**src/rtl/alu_share_arbiter_if.sv**
```systemverilog
// Bundle of requester handshakes, response bus and shared-ALU connections for alu_share_arbiter.
// The slave modport is the arbiter's view; the master modport is the requesters plus the ALU.
interface alu_share_arbiter_if #(
  parameter int WIDTH = 32,
  parameter int CTRW  = 4
);
  logic             Req0, Req1;
  logic             Rdy0, Rdy1;
  logic [WIDTH-1:0] A0, B0, A1, B1;
  logic [CTRW-1:0]  Ctr0, Ctr1;
  logic             RspVld0, RspVld1;
  logic             Ack0, Ack1;
  logic [WIDTH-1:0] RspRes;
  logic             RspZero, RspOvf;
  logic [WIDTH-1:0] AluA, AluB;
  logic [CTRW-1:0]  AluCtr;
  logic [WIDTH-1:0] AluRes;
  logic             AluZero, AluOvf;
  logic             TrapClr;
  logic             Trap, TrapId;

  modport slave (
    input  Req0, Req1, A0, B0, A1, B1, Ctr0, Ctr1, Ack0, Ack1,
    input  AluRes, AluZero, AluOvf, TrapClr,
    output Rdy0, Rdy1, RspVld0, RspVld1, RspRes, RspZero, RspOvf,
    output AluA, AluB, AluCtr, Trap, TrapId
  );

  modport master (
    output Req0, Req1, A0, B0, A1, B1, Ctr0, Ctr1, Ack0, Ack1,
    output AluRes, AluZero, AluOvf, TrapClr,
    input  Rdy0, Rdy1, RspVld0, RspVld1, RspRes, RspZero, RspOvf,
    input  AluA, AluB, AluCtr, Trap, TrapId
  );
endinterface

```
**src/rtl/alu_share_arbiter.sv**
```systemverilog
// Round-robin front end time-sharing one 32-bit ALU between two requesters (IDLE -> EXEC -> RESP).
// Optional sticky overflow trap with requester masking is enabled by defining ALU_ARB_OVTRAP_EN.
module alu_share_arbiter #(
  parameter int WIDTH   = 32,
  parameter int CTRW    = 4,
  parameter int RR_INIT = 0
) (
  input logic               clk,
  input logic               rst,
  alu_share_arbiter_if.slave bus
);

  typedef enum logic [1:0] {IDLE, EXEC, RESP} state_t;

  state_t           state_q, state_d;
  logic             last_q, last_d;
  logic             owner_q, owner_d;
  logic [WIDTH-1:0] a_q, a_d, b_q, b_d, res_q, res_d;
  logic [CTRW-1:0]  ctr_q, ctr_d;
  logic             zero_q, zero_d, ovf_q, ovf_d;
  logic             trap_q, trap_d, trap_id_q, trap_id_d;
  logic             mask0, mask1, req0_eff, req1_eff;
  logic             gnt0, gnt1, rdy0, rdy1;

`ifdef ALU_ARB_OVTRAP_EN
  assign mask0 = trap_q && !trap_id_q;
  assign mask1 = trap_q &&  trap_id_q;
`else
  logic unused_trap_clr;
  assign unused_trap_clr = bus.TrapClr;
  assign mask0 = 1'b0;
  assign mask1 = 1'b0;
`endif

  // On contention the requester that was not served last wins.
  assign req0_eff = bus.Req0 && !mask0;
  assign req1_eff = bus.Req1 && !mask1;
  assign gnt0     = req0_eff && (!req1_eff ||  last_q);
  assign gnt1     = req1_eff && (!req0_eff || !last_q);

  always_comb begin
    state_d   = state_q;
    last_d    = last_q;
    owner_d   = owner_q;
    a_d       = a_q;
    b_d       = b_q;
    ctr_d     = ctr_q;
    res_d     = res_q;
    zero_d    = zero_q;
    ovf_d     = ovf_q;
    trap_d    = 1'b0;
    trap_id_d = 1'b0;
    rdy0      = 1'b0;
    rdy1      = 1'b0;
`ifdef ALU_ARB_OVTRAP_EN
    trap_d    = trap_q;
    trap_id_d = trap_id_q;
    if (bus.TrapClr) begin
      trap_d    = 1'b0;
      trap_id_d = 1'b0;
    end
`endif
    case (state_q)
      IDLE: begin
        rdy0 = gnt0;
        rdy1 = gnt1;
        if (gnt0) begin
          a_d     = bus.A0;
          b_d     = bus.B0;
          ctr_d   = bus.Ctr0;
          owner_d = 1'b0;
          last_d  = 1'b0;
          state_d = EXEC;
        end else if (gnt1) begin
          a_d     = bus.A1;
          b_d     = bus.B1;
          ctr_d   = bus.Ctr1;
          owner_d = 1'b1;
          last_d  = 1'b1;
          state_d = EXEC;
        end
      end
      EXEC: begin
        res_d   = bus.AluRes;
        zero_d  = bus.AluZero;
        ovf_d   = bus.AluOvf;
        state_d = RESP;
`ifdef ALU_ARB_OVTRAP_EN
        // A capture-edge overflow takes priority over a simultaneous TrapClr.
        if (bus.AluOvf) begin
          trap_d    = 1'b1;
          trap_id_d = owner_q;
        end
`endif
      end
      RESP: begin
        if ((!owner_q && bus.Ack0) || (owner_q && bus.Ack1)) begin
          state_d = IDLE;
        end
      end
      default: state_d = IDLE;
    endcase
  end

  always_ff @(posedge clk or posedge rst) begin
    if (rst) begin
      state_q   <= IDLE;
      last_q    <= (RR_INIT == 0);
      owner_q   <= 1'b0;
      a_q       <= '0;
      b_q       <= '0;
      ctr_q     <= '0;
      res_q     <= '0;
      zero_q    <= 1'b0;
      ovf_q     <= 1'b0;
      trap_q    <= 1'b0;
      trap_id_q <= 1'b0;
    end else begin
      state_q   <= state_d;
      last_q    <= last_d;
      owner_q   <= owner_d;
      a_q       <= a_d;
      b_q       <= b_d;
      ctr_q     <= ctr_d;
      res_q     <= res_d;
      zero_q    <= zero_d;
      ovf_q     <= ovf_d;
      trap_q    <= trap_d;
      trap_id_q <= trap_id_d;
    end
  end

  assign bus.Rdy0    = rdy0;
  assign bus.Rdy1    = rdy1;
  assign bus.RspVld0 = (state_q == RESP) && !owner_q;
  assign bus.RspVld1 = (state_q == RESP) &&  owner_q;
  assign bus.RspRes  = res_q;
  assign bus.RspZero = zero_q;
  assign bus.RspOvf  = ovf_q;
  assign bus.AluA    = a_q;
  assign bus.AluB    = b_q;
  assign bus.AluCtr  = ctr_q;
  assign bus.Trap    = trap_q;
  assign bus.TrapId  = trap_id_q;

endmodule

```
**src/flat_wrapper.sv**
```systemverilog
// flat-port wrapper written by rule: the top's interface ports become plain ports
module alu_share_arbiter_flat 
#(
  parameter int WIDTH   = 32,
  parameter int CTRW    = 4,
  parameter int RR_INIT = 0
)
  (clk, rst, bus_Req0, bus_Req1, bus_A0, bus_B0, bus_A1, bus_B1, bus_Ctr0, bus_Ctr1, bus_Ack0, bus_Ack1, bus_AluRes, bus_AluZero, bus_AluOvf, bus_TrapClr, bus_Rdy0, bus_Rdy1, bus_RspVld0, bus_RspVld1, bus_RspRes, bus_RspZero, bus_RspOvf, bus_AluA, bus_AluB, bus_AluCtr, bus_Trap, bus_TrapId);
  alu_share_arbiter_if #(.WIDTH(WIDTH), .CTRW(CTRW)) bus_i ();
  input logic clk;
  input logic rst;
  input wire logic [$bits(bus_i.Req0)-1:0] bus_Req0;
  input wire logic [$bits(bus_i.Req1)-1:0] bus_Req1;
  input wire logic [$bits(bus_i.A0)-1:0] bus_A0;
  input wire logic [$bits(bus_i.B0)-1:0] bus_B0;
  input wire logic [$bits(bus_i.A1)-1:0] bus_A1;
  input wire logic [$bits(bus_i.B1)-1:0] bus_B1;
  input wire logic [$bits(bus_i.Ctr0)-1:0] bus_Ctr0;
  input wire logic [$bits(bus_i.Ctr1)-1:0] bus_Ctr1;
  input wire logic [$bits(bus_i.Ack0)-1:0] bus_Ack0;
  input wire logic [$bits(bus_i.Ack1)-1:0] bus_Ack1;
  input wire logic [$bits(bus_i.AluRes)-1:0] bus_AluRes;
  input wire logic [$bits(bus_i.AluZero)-1:0] bus_AluZero;
  input wire logic [$bits(bus_i.AluOvf)-1:0] bus_AluOvf;
  input wire logic [$bits(bus_i.TrapClr)-1:0] bus_TrapClr;
  output wire logic [$bits(bus_i.Rdy0)-1:0] bus_Rdy0;
  output wire logic [$bits(bus_i.Rdy1)-1:0] bus_Rdy1;
  output wire logic [$bits(bus_i.RspVld0)-1:0] bus_RspVld0;
  output wire logic [$bits(bus_i.RspVld1)-1:0] bus_RspVld1;
  output wire logic [$bits(bus_i.RspRes)-1:0] bus_RspRes;
  output wire logic [$bits(bus_i.RspZero)-1:0] bus_RspZero;
  output wire logic [$bits(bus_i.RspOvf)-1:0] bus_RspOvf;
  output wire logic [$bits(bus_i.AluA)-1:0] bus_AluA;
  output wire logic [$bits(bus_i.AluB)-1:0] bus_AluB;
  output wire logic [$bits(bus_i.AluCtr)-1:0] bus_AluCtr;
  output wire logic [$bits(bus_i.Trap)-1:0] bus_Trap;
  output wire logic [$bits(bus_i.TrapId)-1:0] bus_TrapId;
  assign bus_i.Req0 = bus_Req0;
  assign bus_i.Req1 = bus_Req1;
  assign bus_i.A0 = bus_A0;
  assign bus_i.B0 = bus_B0;
  assign bus_i.A1 = bus_A1;
  assign bus_i.B1 = bus_B1;
  assign bus_i.Ctr0 = bus_Ctr0;
  assign bus_i.Ctr1 = bus_Ctr1;
  assign bus_i.Ack0 = bus_Ack0;
  assign bus_i.Ack1 = bus_Ack1;
  assign bus_i.AluRes = bus_AluRes;
  assign bus_i.AluZero = bus_AluZero;
  assign bus_i.AluOvf = bus_AluOvf;
  assign bus_i.TrapClr = bus_TrapClr;
  assign bus_Rdy0 = bus_i.Rdy0;
  assign bus_Rdy1 = bus_i.Rdy1;
  assign bus_RspVld0 = bus_i.RspVld0;
  assign bus_RspVld1 = bus_i.RspVld1;
  assign bus_RspRes = bus_i.RspRes;
  assign bus_RspZero = bus_i.RspZero;
  assign bus_RspOvf = bus_i.RspOvf;
  assign bus_AluA = bus_i.AluA;
  assign bus_AluB = bus_i.AluB;
  assign bus_AluCtr = bus_i.AluCtr;
  assign bus_Trap = bus_i.Trap;
  assign bus_TrapId = bus_i.TrapId;
  alu_share_arbiter #(.WIDTH(WIDTH), .CTRW(CTRW), .RR_INIT(RR_INIT)) u_core (.clk(clk), .rst(rst), .bus(bus_i));
endmodule
```
**config.mk**
```make
export PLATFORM = sky130hd
export DESIGN_NAME = alu_share_arbiter_flat
export DESIGN_NICKNAME = d
export VERILOG_FILES = /design/src/rtl/alu_share_arbiter_if.sv /design/src/rtl/alu_share_arbiter.sv /design/src/flat_wrapper.sv
export SDC_FILE = /design/constraint.sdc
export NUM_CORES = 1
export LEC_CHECK = 0
export BUFFER_PORTS_ARGS = -buffer_cell sky130_fd_sc_hd__buf_2
export CAP_MARGIN = 25
export CORE_AREA = 2 2 112 114
export DETAILED_ROUTE_END_ITERATION = 16
export DIE_AREA = 0 0 114 116
export PLACE_DENSITY = 0.72
export SKIP_LAST_GASP = 1
export SLEW_MARGIN = 20
export SYNTH_ARGS = -nofsm -noshare
export SYNTH_HDL_FRONTEND = slang
export SYNTH_SLANG_ARGS = --single-unit
```
**constraint.sdc**
```tcl
create_clock -name clk -period 4.8 [get_ports clk]
set_clock_uncertainty 0.2 [all_clocks]
set_input_delay 0.96 -clock clk [delete_from_list [all_inputs] [get_ports clk]]
set_output_delay 0.96 -clock clk [all_outputs]
set_load 0.005 [all_outputs]
```
Word level (Yosys, flattened, before mapping)
Cells that the tools add are included.

storage, ports and cells
  register bits after elaboration = 106
  output and inout bits = 108
  input port bits = 177

operators by class
  reduce and logical (&&, ||, !) cells = 17
  mux-type cells = 14
  equal/unequal tests = 4

operators by type and width
  kind                                           number
  two-way mux 32 bit                             4
  two-way mux 4 bit                              2
  logical AND 1 bit                              6
  two-way mux 2 bit                              3
  one-hot mux 2 bit (3 select lines)             1
  logical NOT 1 bit                              4
  two-way mux 1 bit                              4
  AND reduction 2 bit                            2
  logical OR 1 bit                               3
  != test 3 x 1 -> 1 bit, second input constant  1
  == test 2 x 1 -> 1 bit, second input constant  1
  == test 2 bit, second input constant           1
  logical NOT 2 bit                              1
  != test 2 x 1 -> 1 bit, second input constant  1
  nonzero test 2 bit                             1

Depth between registers and ports, before layout
Gate-level depths: netlist of the first run.

  depth after elaboration = 6
  gate-level depth with buffers = 8
  mapped depth without buffers = 3

Least setup slack after synthesis of the first run
No wires, ideal clock.

  path kind = in2out
  start point = in bus_Req1
  end point = out bus_Rdy0
  required time = 3.640 ns
  arrival = 1.495 ns
  cell stages on the path = 4
  path slack = 2.145 ns
  cell sequence = nand2b_1 buf_2 buf_2 and3_1

on the way
  cells in the longest elaborated chain, start to end = 4

ends and longest elaborated chain
  what                line                     RTL
  start: declaration  flat_wrapper.sv:13       input wire logic [$bits(bus_i.Req1)-1:0] bus_Req1;
  logical NOT 1 bit   alu_share_arbiter.sv:38  assign gnt0 = req0_eff && (!req1_eff || last_q);
  logical OR 1 bit    alu_share_arbiter.sv:38
  logical AND 1 bit   alu_share_arbiter.sv:38
  two-way mux 1 bit   alu_share_arbiter.sv:63  case (state_q)
  end: declaration    flat_wrapper.sv:26       output wire logic [$bits(bus_i.Rdy0)-1:0] bus_Rdy0;

Every way passes these cells.

Worst setup path after layout of the first run
  start point = reg u_core.state_q[1]
  end point = out bus_Rdy1

on the way
  cells in the longest elaborated chain, start to end = 2

ends and longest elaborated chain
  what                      line                      RTL
  start: declaration        alu_share_arbiter.sv:15   state_t state_q, state_d;
  start signal: assignment  alu_share_arbiter.sv:119  state_q <= state_d;
  logical NOT 2 bit         alu_share_arbiter.sv:63
  two-way mux 1 bit         alu_share_arbiter.sv:63
  end: declaration          flat_wrapper.sv:27        output wire logic [$bits(bus_i.Rdy1)-1:0] bus_Rdy1;

Every way passes these cells.

==> results.py, run 1 <==
metrics = {
    "outcome": {
        "outcome": "finished clean",
    },
    "floorplanning": {
        "core_um2": 11900,
        "io_pins": 285,
        "dieArea_um2": 13200,
        "die_h_um": 116,
        "row_count": 40,
        "initial_core_util_pct": 40.8,
        "fp.dieW_um": 114,
    },
    "cts": {
        "clk_pin_slew_ns": 0.07,
        "cts_resized": 0,
        "numCtsBuffers": 9,
        "clk_path_buf_depth": 2,
        "cts_tree": "yes",
        "ctsHoldBuffers": 0,
        "cts_max_level": 3,
        "cts_sinks": 106,
        "cts_setup_buffers": 0,
        "clock_latency_ns": 0.33,
        "cts-root-buf": "clkbuf_16",
    },
    "worst_setup_path": {
        "worstSetupPathType": "reg2out",
        "worst_setup_path_start_kind": "flip-flop",
        "worstPathRequired_ns": 3.64,
        "cp_data_arrival_time_ns": 1.91,
        "cp-end-kind": "output port",
        "crit_fanout": 34,
    },
    "timing": {
        "fin_setup_tns_ns": 0,
        "slew_headroom_pct": 44.2,
        "period_needed_ns": 3.07,
        "setup_viol": 0,
        "fin_ws_ns": 1.73,
        "hold_violations": 0,
        "rsz0062_at_grt": "no",
        "tightest_slew_ns": 0.835,
        "fin_crit_sh_pct": 63.9,
        "slew_viol_final": 0,
        "fmax_mhz": 326,
    },
    "logic_synthesis": {
        "synthesis.instances": 492,
        "seq_area_frac_synth_pct": 54.6,
        "yosysTopAreaCell": "dfrtp_1",
        "syn-mean-instance-area_um2": 9.88,
        "synth_seq_cells": 106,
        "yosysWarningCount": 0,
        "synth_top_area_share_pct": 54.1,
        "synth_commonest_cells": "105 x dfrtp_1, 71 x a21oi_1, 69 x a31oi_1, 69 x o21ai_0, 68 x nand3_1",
        "async_flop_share_pct": 100,
        "synth.distinct_cells": 23,
        "syn-cell-area_um2": 4860,
        "yosysMostFrequentCell": "dfrtp_1",
        "synth_edf_count": 0,
        "synth.top_cells.by_area": "dfrtp_1 54%, a31oi_1 8.9%, mux2_2 8.1%",
        "dominantRegCellSynth": "dfrtp_1",
    },
    "global_routing": {
        "grt_pass1_vias": 4649,
        "grt_pass1_wl_mm": 23.4,
        "grt_max_degree": 69,
        "antenna_found_initial": 0,
        "grt-ovfl-total": 0,
        "grt_usage_pct": 22.0,
    },
    "routing": {
        "wl_per_cell_um": 17.2,
        "drc": 0,
        "drt-initial-drc-count": 307,
        "ant_nets": 0,
        "routed_wl_mm": 15.2,
        "vias": 4876,
        "viasPerCell": 5.50,
        "firstDrtPassIters": 7,
    },
    "flow_run": {
        "cap_violations": 0,
    },
    "layout": {
        "drive_gt1_share_pct": 47.1,
        "stdcell_area_um2": 6570,
        "syn2layout_area_growth_pct": 35.2,
        "final_core_util_pct": 55.2,
        "diodes": 0,
        "nets": 911,
    },
    "power_and_ir_drop": {
        "ir_worst_vdd_uv": 190,
        "power.density_nw_per_um2": 613,
        "leakage_nw": 3.06,
    },
    "place": {
        "post-dp-hpwl_mm": 10.3,
        "dpl_cell_area_um2": 6260,
        "portBuffers": 281,
        "place_congestion": 0.811,
        "pre_cts_ws_ns": 1.73,
    },
    "worst_hold_path": {
        "hold_class": "reg2reg",
    },
}
## worst max-delay path, cell delays in order (launching register included)
cell and delay [ns]:
dfrtp_1 0.42, nor2_4 0.67, nand2_1 0.17, a21oi_1 0.16, buf_2 0.15
## final timing paths
path                       cells past startpoint                               from                                end  slack [ns]
min in group asynchronous                      2                                rst  u_core.bus.RspRes[15]$_DFFE_PP0N_        0.55
max                                            4      u_core.state_q[1]$_DFFE_PP0P_                           bus_Rdy1        1.73
max in group asynchronous                      3                                rst    u_core.bus.AluA[23]$_DFFE_PP0P_        2.77
max reg2reg                                    4      u_core.state_q[1]$_DFFE_PP0P_    u_core.bus.AluB[27]$_DFFE_PP0P_        1.95
min                                            1  u_core.bus.RspRes[28]$_DFFE_PP0N_  u_core.bus.RspRes[28]$_DFFE_PP0N_        0.30
min reg2reg                                    1  u_core.bus.RspRes[28]$_DFFE_PP0N_  u_core.bus.RspRes[28]$_DFFE_PP0N_        0.30
## state kept, by name, summed over array words and instances, names as in the netlist
signal              flops
u_core.bus.RspOvf       1
u_core.bus.AluCtr       4
u_core.last_q           1
u_core.owner_q          1
u_core.bus.AluA        32
u_core.bus.AluB        32
u_core.bus.RspZero      1
u_core.state_q          2
u_core.bus.RspRes      32
## logic make-up (layout without fill, tap and decap cells)
group / Yosys count / count (layout) / synth area share [%]
DFF: 106 / 106 / 54.6
buffers and inverters: 62 / 308 / 5.66
other: 1 / 2 / 0.0772
and+or+nand+nor: 79 / 79 / 8.24
AOI/OAI and AO/OA: 209 / 209 / 23.3
muxes: 35 / 35 / 8.11
## cell usage in the layout, fill, tap and decap left out, types with 2 or more instances in the layout
| cell | synthesis | layout |
|---|---|---|
| buf_4 | 3 | 7 |
| clkbuf_16 | 0 | 9 |
| nand3_1 | 68 | 68 |
| buf_2 | 12 | 281 |
| o21ai_0 | 69 | 69 |
| conb_1 | 1 | 2 |
| a31oi_1 | 69 | 69 |
| a21oi_1 | 71 | 71 |
| dfrtp_1 | 105 | 105 |
| clkinv_4 | 0 | 2 |
| mux2_2 | 35 | 35 |
| nor2_1 | 3 | 2 |
| nand2b_1 | 3 | 2 |
| inv_8 | 0 | 2 |
## through the flow
step / hold WS, ns / power, mW / std cells
after global placement: 0.280 / 3.28 / 869
after detailed placement: 0.288 / 3.35 / 869
after CTS: 0.305 / 4.07 / 885
after global routing: 0.313 / 4.32 / 886
final: 0.302 / 4.03 / 886
after floorplan: 0.304 / 2.60 / 493
## per-layer routing
| metal | vias to the layer above | global-route usage, % | part of all wire, % |
|---|---|---|---|
| met4 | 0 | 6.59 | 2.1 |
| li1 | 2298 | - | - |
| met1 | 2314 | 27.5 | 41 |
| met3 | 26 | 4.65 | 7.4 |
| met2 | 238 | 38.5 | 50 |
| met5 | - | 0 | 0 |
## layout make-up
cell class	instances	area (µm²)
timing repair buffer	289	1490
clock buffer	9	225
fill	1128	5340
sequential	106	2650
inverter	3	13.8
multi-input combinational	325	1950
clock inverter	7	61.3
tap	147	184
## where the power goes
group | internal, mW | switching [mW] | leakage, nW
Sequential | 1.36 | 0.245 | 1.20
Clock | 0.362 | 0.344 | 0.140
Combinational | 0.802 | 0.921 | 1.72
Total | 2.52 | 1.51 | 3.06
Note: power is estimated with default switching activity, not from simulation.
==> inputs of run 2 (changes only) <==
Settings changed: ABC_AREA set to 1, CORE_AREA 2 2 112 114 to 2 2 110 112, DIE_AREA 0 0 114 116 to 0 0 112 114, PLACE_DENSITY 0.72 to 0.77.
Clock period 4.8 ns to 3 ns, I/O delays scaled along.
==> results.py, run 2 <==
metrics = {
    "outcome": {
        "outcome": "finished clean",
    },
    "logic_synthesis": {
        "synth.top_cells.by_area": "dfrtp_1 52%, nand2_1 31%, nand3_1 10%",
        "synth_commonest_cells": "413 x nand2_1, 105 x dfrtp_1, 103 x nand3_1",
        "seq_area_frac_synth_pct": 52.3,
        "async_flop_share_pct": 100,
        "syn-mean-instance-area_um2": 7.35,
        "synth_top_area_share_pct": 51.8,
        "yosysTopAreaCell": "dfrtp_1",
        "synth_edf_count": 0,
        "dominantRegCellSynth": "dfrtp_1",
        "syn-cell-area_um2": 5070,
        "synthesis.instances": 690,
        "synth_seq_cells": 106,
        "yosysWarningCount": 0,
        "yosysMostFrequentCell": "nand2_1",
        "synth.distinct_cells": 19,
    },
    "cts": {
        "clk_path_buf_depth": 2,
        "clk_pin_slew_ns": 0.07,
        "numCtsBuffers": 9,
        "cts_sinks": 106,
        "cts_resized": 0,
        "cts_tree": "yes",
        "cts_max_level": 3,
        "cts-root-buf": "clkbuf_16",
        "cts_setup_buffers": 0,
        "clock_latency_ns": 0.34,
        "ctsHoldBuffers": 0,
    },
    "layout": {
        "syn2layout_area_growth_pct": 34.5,
        "final_core_util_pct": 58.3,
        "drive_gt1_share_pct": 33.0,
        "mostFrequentLayoutCell": "nand2_1",
        "layout.cells.non_filler": 1098,
        "nets": 1123,
        "diodes": 0,
        "layout_common_cells": "413 x nand2_1, 281 x buf_2, 105 x dfrtp_1",
        "stdcell_area_um2": 6830,
    },
    "flow_run": {
        "cap_violations": 0,
    },
    "worst_setup_path": {
        "worstPathCellList": "buf_4 > nor2_1 > inv_1 > nor2_1 > buf_2",
        "worst_setup_path_start_kind": "flip-flop",
        "worstSetupPathType": "reg2out",
        "r2r_slack_ns": 1.02,
        "crit_fanout": 36,
        "cp-end-kind": "output port",
        "timing.rr.end": "u_core.bus.AluA[26]$_DFFE_PP0P_",
        "cp_data_arrival_time_ns": 1.46,
        "critical-path-slowest-cell": "dfrtp_1",
        "worstPathRequired_ns": 2.20,
        "crit_top_cell": "nor2_1",
        "critPathMaxStageDelay_ns": 0.39,
        "rr_worst_depth": 6,
        "r2r_start": "u_core.state_q[1]$_DFFE_PP0P_",
    },
    "floorplanning": {
        "row_count": 40,
        "die_h_um": 114,
        "dieArea_um2": 12800,
        "io_pins": 285,
        "fp.dieW_um": 112,
        "initial_core_util_pct": 43.3,
        "core_um2": 11700,
    },
    "global_routing": {
        "grt-ovfl-total": 0,
        "grt_usage_pct": 22.0,
        "antenna_found_initial": 0,
        "grt_max_degree": 107,
        "grt_pass1_vias": 4826,
        "grt_pass1_wl_mm": 22.8,
    },
    "timing": {
        "hold_violations": 0,
        "setup_viol": 0,
        "period_needed_ns": 2.26,
        "slew_viol_final": 0,
        "slew_headroom_pct": 54.3,
        "fin_setup_tns_ns": 0,
        "fin_crit_sh_pct": 75.2,
        "fin_ws_ns": 0.743,
        "fmax_mhz": 443,
        "tightest_slew_ns": 0.686,
        "worst_hold_slack_ns": 0.204,
        "rsz0062_at_grt": "no",
    },
    "routing": {
        "drc": 0,
        "routed_wl_mm": 14.4,
        "viasPerCell": 4.82,
        "ant_nets": 0,
        "firstDrtPassIters": 5,
        "wl_per_cell_um": 13.1,
        "vias": 5289,
        "drt-initial-drc-count": 272,
    },
    "place": {
        "place_congestion": 0.799,
        "pre_cts_ws_ns": 0.629,
        "post-dp-hpwl_mm": 10.4,
        "dpl_cell_area_um2": 6520,
        "portBuffers": 281,
        "placed_cells": 1082,
    },
    "power_and_ir_drop": {
        "power.density_nw_per_um2": 938,
        "leakage_nw": 4.21,
        "ir_worst_vdd_uv": 461,
        "power_mw": 6.40,
    },
    "worst_hold_path": {
        "hold_class": "in2async",
    },
}
==> run 2: worst max-delay path: cells and delay by family, from the launching register on <==
kind / cells / cell delay [ns]
buffers and inverters: 3 / 0.57
and+or+nand+nor: 2 / 0.16
DFF: 1 / 0.39
==> run 2: logic make-up after synthesis <==
kind of cell,synth area share (%)
simple gates,41.5
flops,52.3
buf+inv,5.50
compound gates,0.666
other cells,0.0739
==> run 2: final cells by class <==
| class | count | area (µm²) |
|---|---|---|
| Sequential cell | 106 | 2650 |
| Multi-Input combinational cell | 529 | 2150 |
| Fill cell | 1145 | 4880 |
| Tap cell | 147 | 184 |
| Inverter | 8 | 33.8 |
| Timing Repair Buffer | 292 | 1500 |
| Clock buffer | 13 | 260 |
| Clock inverter | 3 | 47.5 |
==> run 2: how the worst max path moves through the flow <==
| stage | start | to | slack (ns) | cells past startpoint |
|---|---|---|---|---|
| after floorplan | rst | u_core.bus.AluA[0]$_DFFE_PP0P_ | 0.93 | 1 |
| after global placement | bus_Req0 | u_core.bus.AluA[24]$_DFFE_PP0P_ | 0.66 | 6 |
| after detailed placement | bus_Req0 | u_core.bus.AluB[28]$_DFFE_PP0P_ | 0.63 | 6 |
| after CTS | u_core.state_q[0]$_DFFE_PP0P_ | bus_RspVld0 | 0.70 | 5 |
| after global routing | u_core.state_q[0]$_DFFE_PP0P_ | bus_RspVld0 | 0.62 | 5 |
| final | u_core.state_q[0]$_DFFE_PP0P_ | bus_RspVld0 | 0.74 | 5 |
==> run 2: routing by layer <==
layer | vias up | GRT usage (%) | wire length (µm)
li1 | 2647 | - | -
met1 | 2400 | 28.1 | 5940
met2 | 217 | 37.8 | 7110
met3 | 25 | 3.83 | 981
met4 | 0 | 8.21 | 320
met5 | - | 0 | 0
==> run 2: report_power, final <==
part           internal, mW  switching (mW)
clock                 0.697           0.514
sequential             2.13           0.356
combinational          1.07            1.64
==> inputs of run 3 (changes only) <==
Settings changed: ABC_AREA 1 to 0, CORE_AREA 2 2 110 112 to 2 2 112 114, DIE_AREA 0 0 112 114 to 0 0 114 116, PLACE_DENSITY 0.77 to 0.72.
Clock period 3 ns to 2.4 ns, I/O delays scaled along.
==> results.py, run 3 (synthesized netlist as in run 1, its figures left out) <==
metrics = {
    "worst_setup_path": {
        "critPathMaxStageDelay_ns": 0.56,
        "cp_num_buf_inv": 1,
        "worstSetupEndpoint": "bus_Rdy0",
        "r2r_start": "u_core.last_q$_DFFE_PP1P_",
        "timing.rr.end": "u_core.bus.AluB[4]$_DFFE_PP0P_",
        "cp-startpoint": "u_core.last_q$_DFFE_PP1P_",
        "worstPathRequired_ns": 1.72,
        "rr_worst_depth": 4,
        "path_delay_family": "flip-flops",
        "cp-end-kind": "output port",
        "r2r_slack_ns": 0.50,
        "worstSetupPathType": "reg2out",
        "path_depth": 3,
        "worst_setup_path_start_kind": "flip-flop",
        "cp_data_arrival_time_ns": 1.55,
        "critical-path-slowest-cell": "dfstp_2",
        "crit_fanout": 12,
        "worstPathCellList": "nand2b_2 > and3_1 > buf_2",
    },
    "power_and_ir_drop": {
        "ir_worst_vdd_uv": 601,
        "power.density_nw_per_um2": 1240,
        "seq_power_share_pct": 38.6,
        "leakage_nw": 3.12,
        "internal_power_mw": 5.23,
        "p_comb_share_pct": 42.9,
        "p_switching_mw": 3.08,
        "p_clk_share_pct": 18.5,
        "p_sw_share_pct": 37.0,
    },
    "floorplanning": {
        "core_um2": 11900,
        "dieArea_um2": 13200,
        "io_pins": 285,
        "die_h_um": 116,
        "fp.dieW_um": 114,
        "row_count": 40,
        "initial_core_util_pct": 40.8,
    },
    "worst_hold_path": {
        "hold_class": "in2async",
    },
    "routing": {
        "ant_nets": 0,
        "wl_per_cell_um": 17.8,
        "vias": 5009,
        "routed_wl_mm": 16.0,
        "drt-initial-drc-count": 475,
        "drc": 0,
        "firstDrtPassIters": 5,
        "viasPerCell": 5.58,
    },
    "timing": {
        "rsz0062_at_grt": "no",
        "slew_viol_final": 0,
        "fin_crit_sh_pct": 93.0,
        "setup_viol": 0,
        "period_needed_ns": 2.23,
        "tightest_slew_ns": 0.585,
        "fin_setup_tns_ns": 0,
        "fmax_mhz": 448,
        "slew_headroom_pct": 61.0,
        "hold_violations": 0,
    },
    "global_routing": {
        "antenna_found_initial": 2,
        "grt_pass1_vias": 4817,
        "grt_pass1_wl_mm": 24.5,
        "grt_max_degree": 69,
        "grt_usage_pct": 23.4,
        "grt-ovfl-total": 0,
    },
    "layout": {
        "final.fill_count": 1081,
        "layout_common_cells": "281 x buf_2, 105 x dfrtp_1, 71 x a21oi_1",
        "syn2layout_area_growth_pct": 37.6,
        "drive_gt1_share_pct": 47.7,
        "final_core_util_pct": 56.1,
        "nets": 920,
        "register_area_um2": 2650,
        "multiInputGateArea_um2": 1950,
        "mostFrequentLayoutCell": "buf_2",
    },
    "cts": {
        "clk_path_buf_depth": 2,
        "cts_tree": "yes",
        "cts-root-buf": "clkbuf_16",
        "cts_setup_buffers": 0,
        "numCtsBuffers": 9,
        "cts_sinks": 106,
        "ctsHoldBuffers": 0,
        "cts_max_level": 3,
        "clk_pin_slew_ns": 0.08,
        "clock_latency_ns": 0.34,
        "cts_resized": 0,
    },
    "place": {
        "post-dp-hpwl_mm": 11.5,
        "portBuffers": 281,
        "place_congestion": 0.827,
    },
    "outcome": {
        "outcome": "finished clean",
    },
    "flow_run": {
        "cap_violations": 0,
    },
}
## run 3: changes by cell type in the layout (fill, tap and decap cells not counted), sizes merged, moves of 3 or more
cell,change
a31oi,+69
buf,+6
nand2b,+3
nand3,-35
clkbuf,-4
a21oi,+71
mux2,+35
nand2,-414
o21ai,+66
## run 3: area by class of cell
type                    instances  area share, %
diodes                          2         0.0749
clock buffers                   9           3.37
clock inverters                 7           1.25
inverters                       3          0.225
multi-input cells             325           29.1
flip-flops and latches        106           39.7
well taps                     147           2.75
repair buffers                298           23.5
## run 3: worst min path at each step
stage | start | to | slack, ns | depth (start not counted)
final | rst | u_core.bus.RspRes[26]$_DFFE_PP0N_ | 0.02 | 3
after floorplan | u_core.bus.RspRes[0]$_DFFE_PP0N_ | u_core.bus.RspRes[0]$_DFFE_PP0N_ | 0.30 | 1
after global routing | rst | u_core.bus.RspRes[26]$_DFFE_PP0N_ | 0.05 | 3
after CTS | rst | u_core.bus.RspRes[13]$_DFFE_PP0N_ | 0.04 | 3
after detailed placement | u_core.bus.RspRes[20]$_DFFE_PP0N_ | u_core.bus.RspRes[20]$_DFFE_PP0N_ | 0.29 | 1
after global placement | u_core.bus.RspRes[4]$_DFFE_PP0N_ | u_core.bus.RspRes[4]$_DFFE_PP0N_ | 0.28 | 1
## run 3: worst reg2reg max path, cell delays in order, from the launching register on
cell and delay, ns:
dfstp_2 0.56, nand2b_2 0.30, buf_4 0.39, nand3_1 0.16
a31oi_1 0.21
## run 3: layer usage
layer  vias up  GRT usage [%]  part of all wire (%)
met5         -              0                     0
met3        17           3.97                   7.6
met1      2411           28.7                    39
met4         0           8.54                   1.5
li1       2320              -                     -
met2       261           41.5                    52
## run 3: power groups by stage
stage / logic (mW) / registers (mW) / clock network [mW]
floorplan: 1.93 / 3.27 / 0
global route: 3.95 / 3.30 / 1.64
finish: 3.57 / 3.21 / 1.53
global placement: 3.50 / 3.18 / 0
detailed placement: 3.61 / 3.22 / 0
CTS: 3.61 / 3.20 / 1.57
## run 3: stage by stage
stage                     instances  total power [mW]  worst slack [ns]  hold WS, ns  instance area (µm²)
final                           897              8.30             0.167       0.0171                 6690
after detailed placement        878              6.84             0.196        0.287                 6350
after global routing            897              8.89            0.0863       0.0483                 6690
after CTS                       894              8.38             0.154       0.0401                 6660
after floorplan                 493              5.19             0.447        0.304                 4870
after global placement          878              6.68             0.231        0.281                 6350
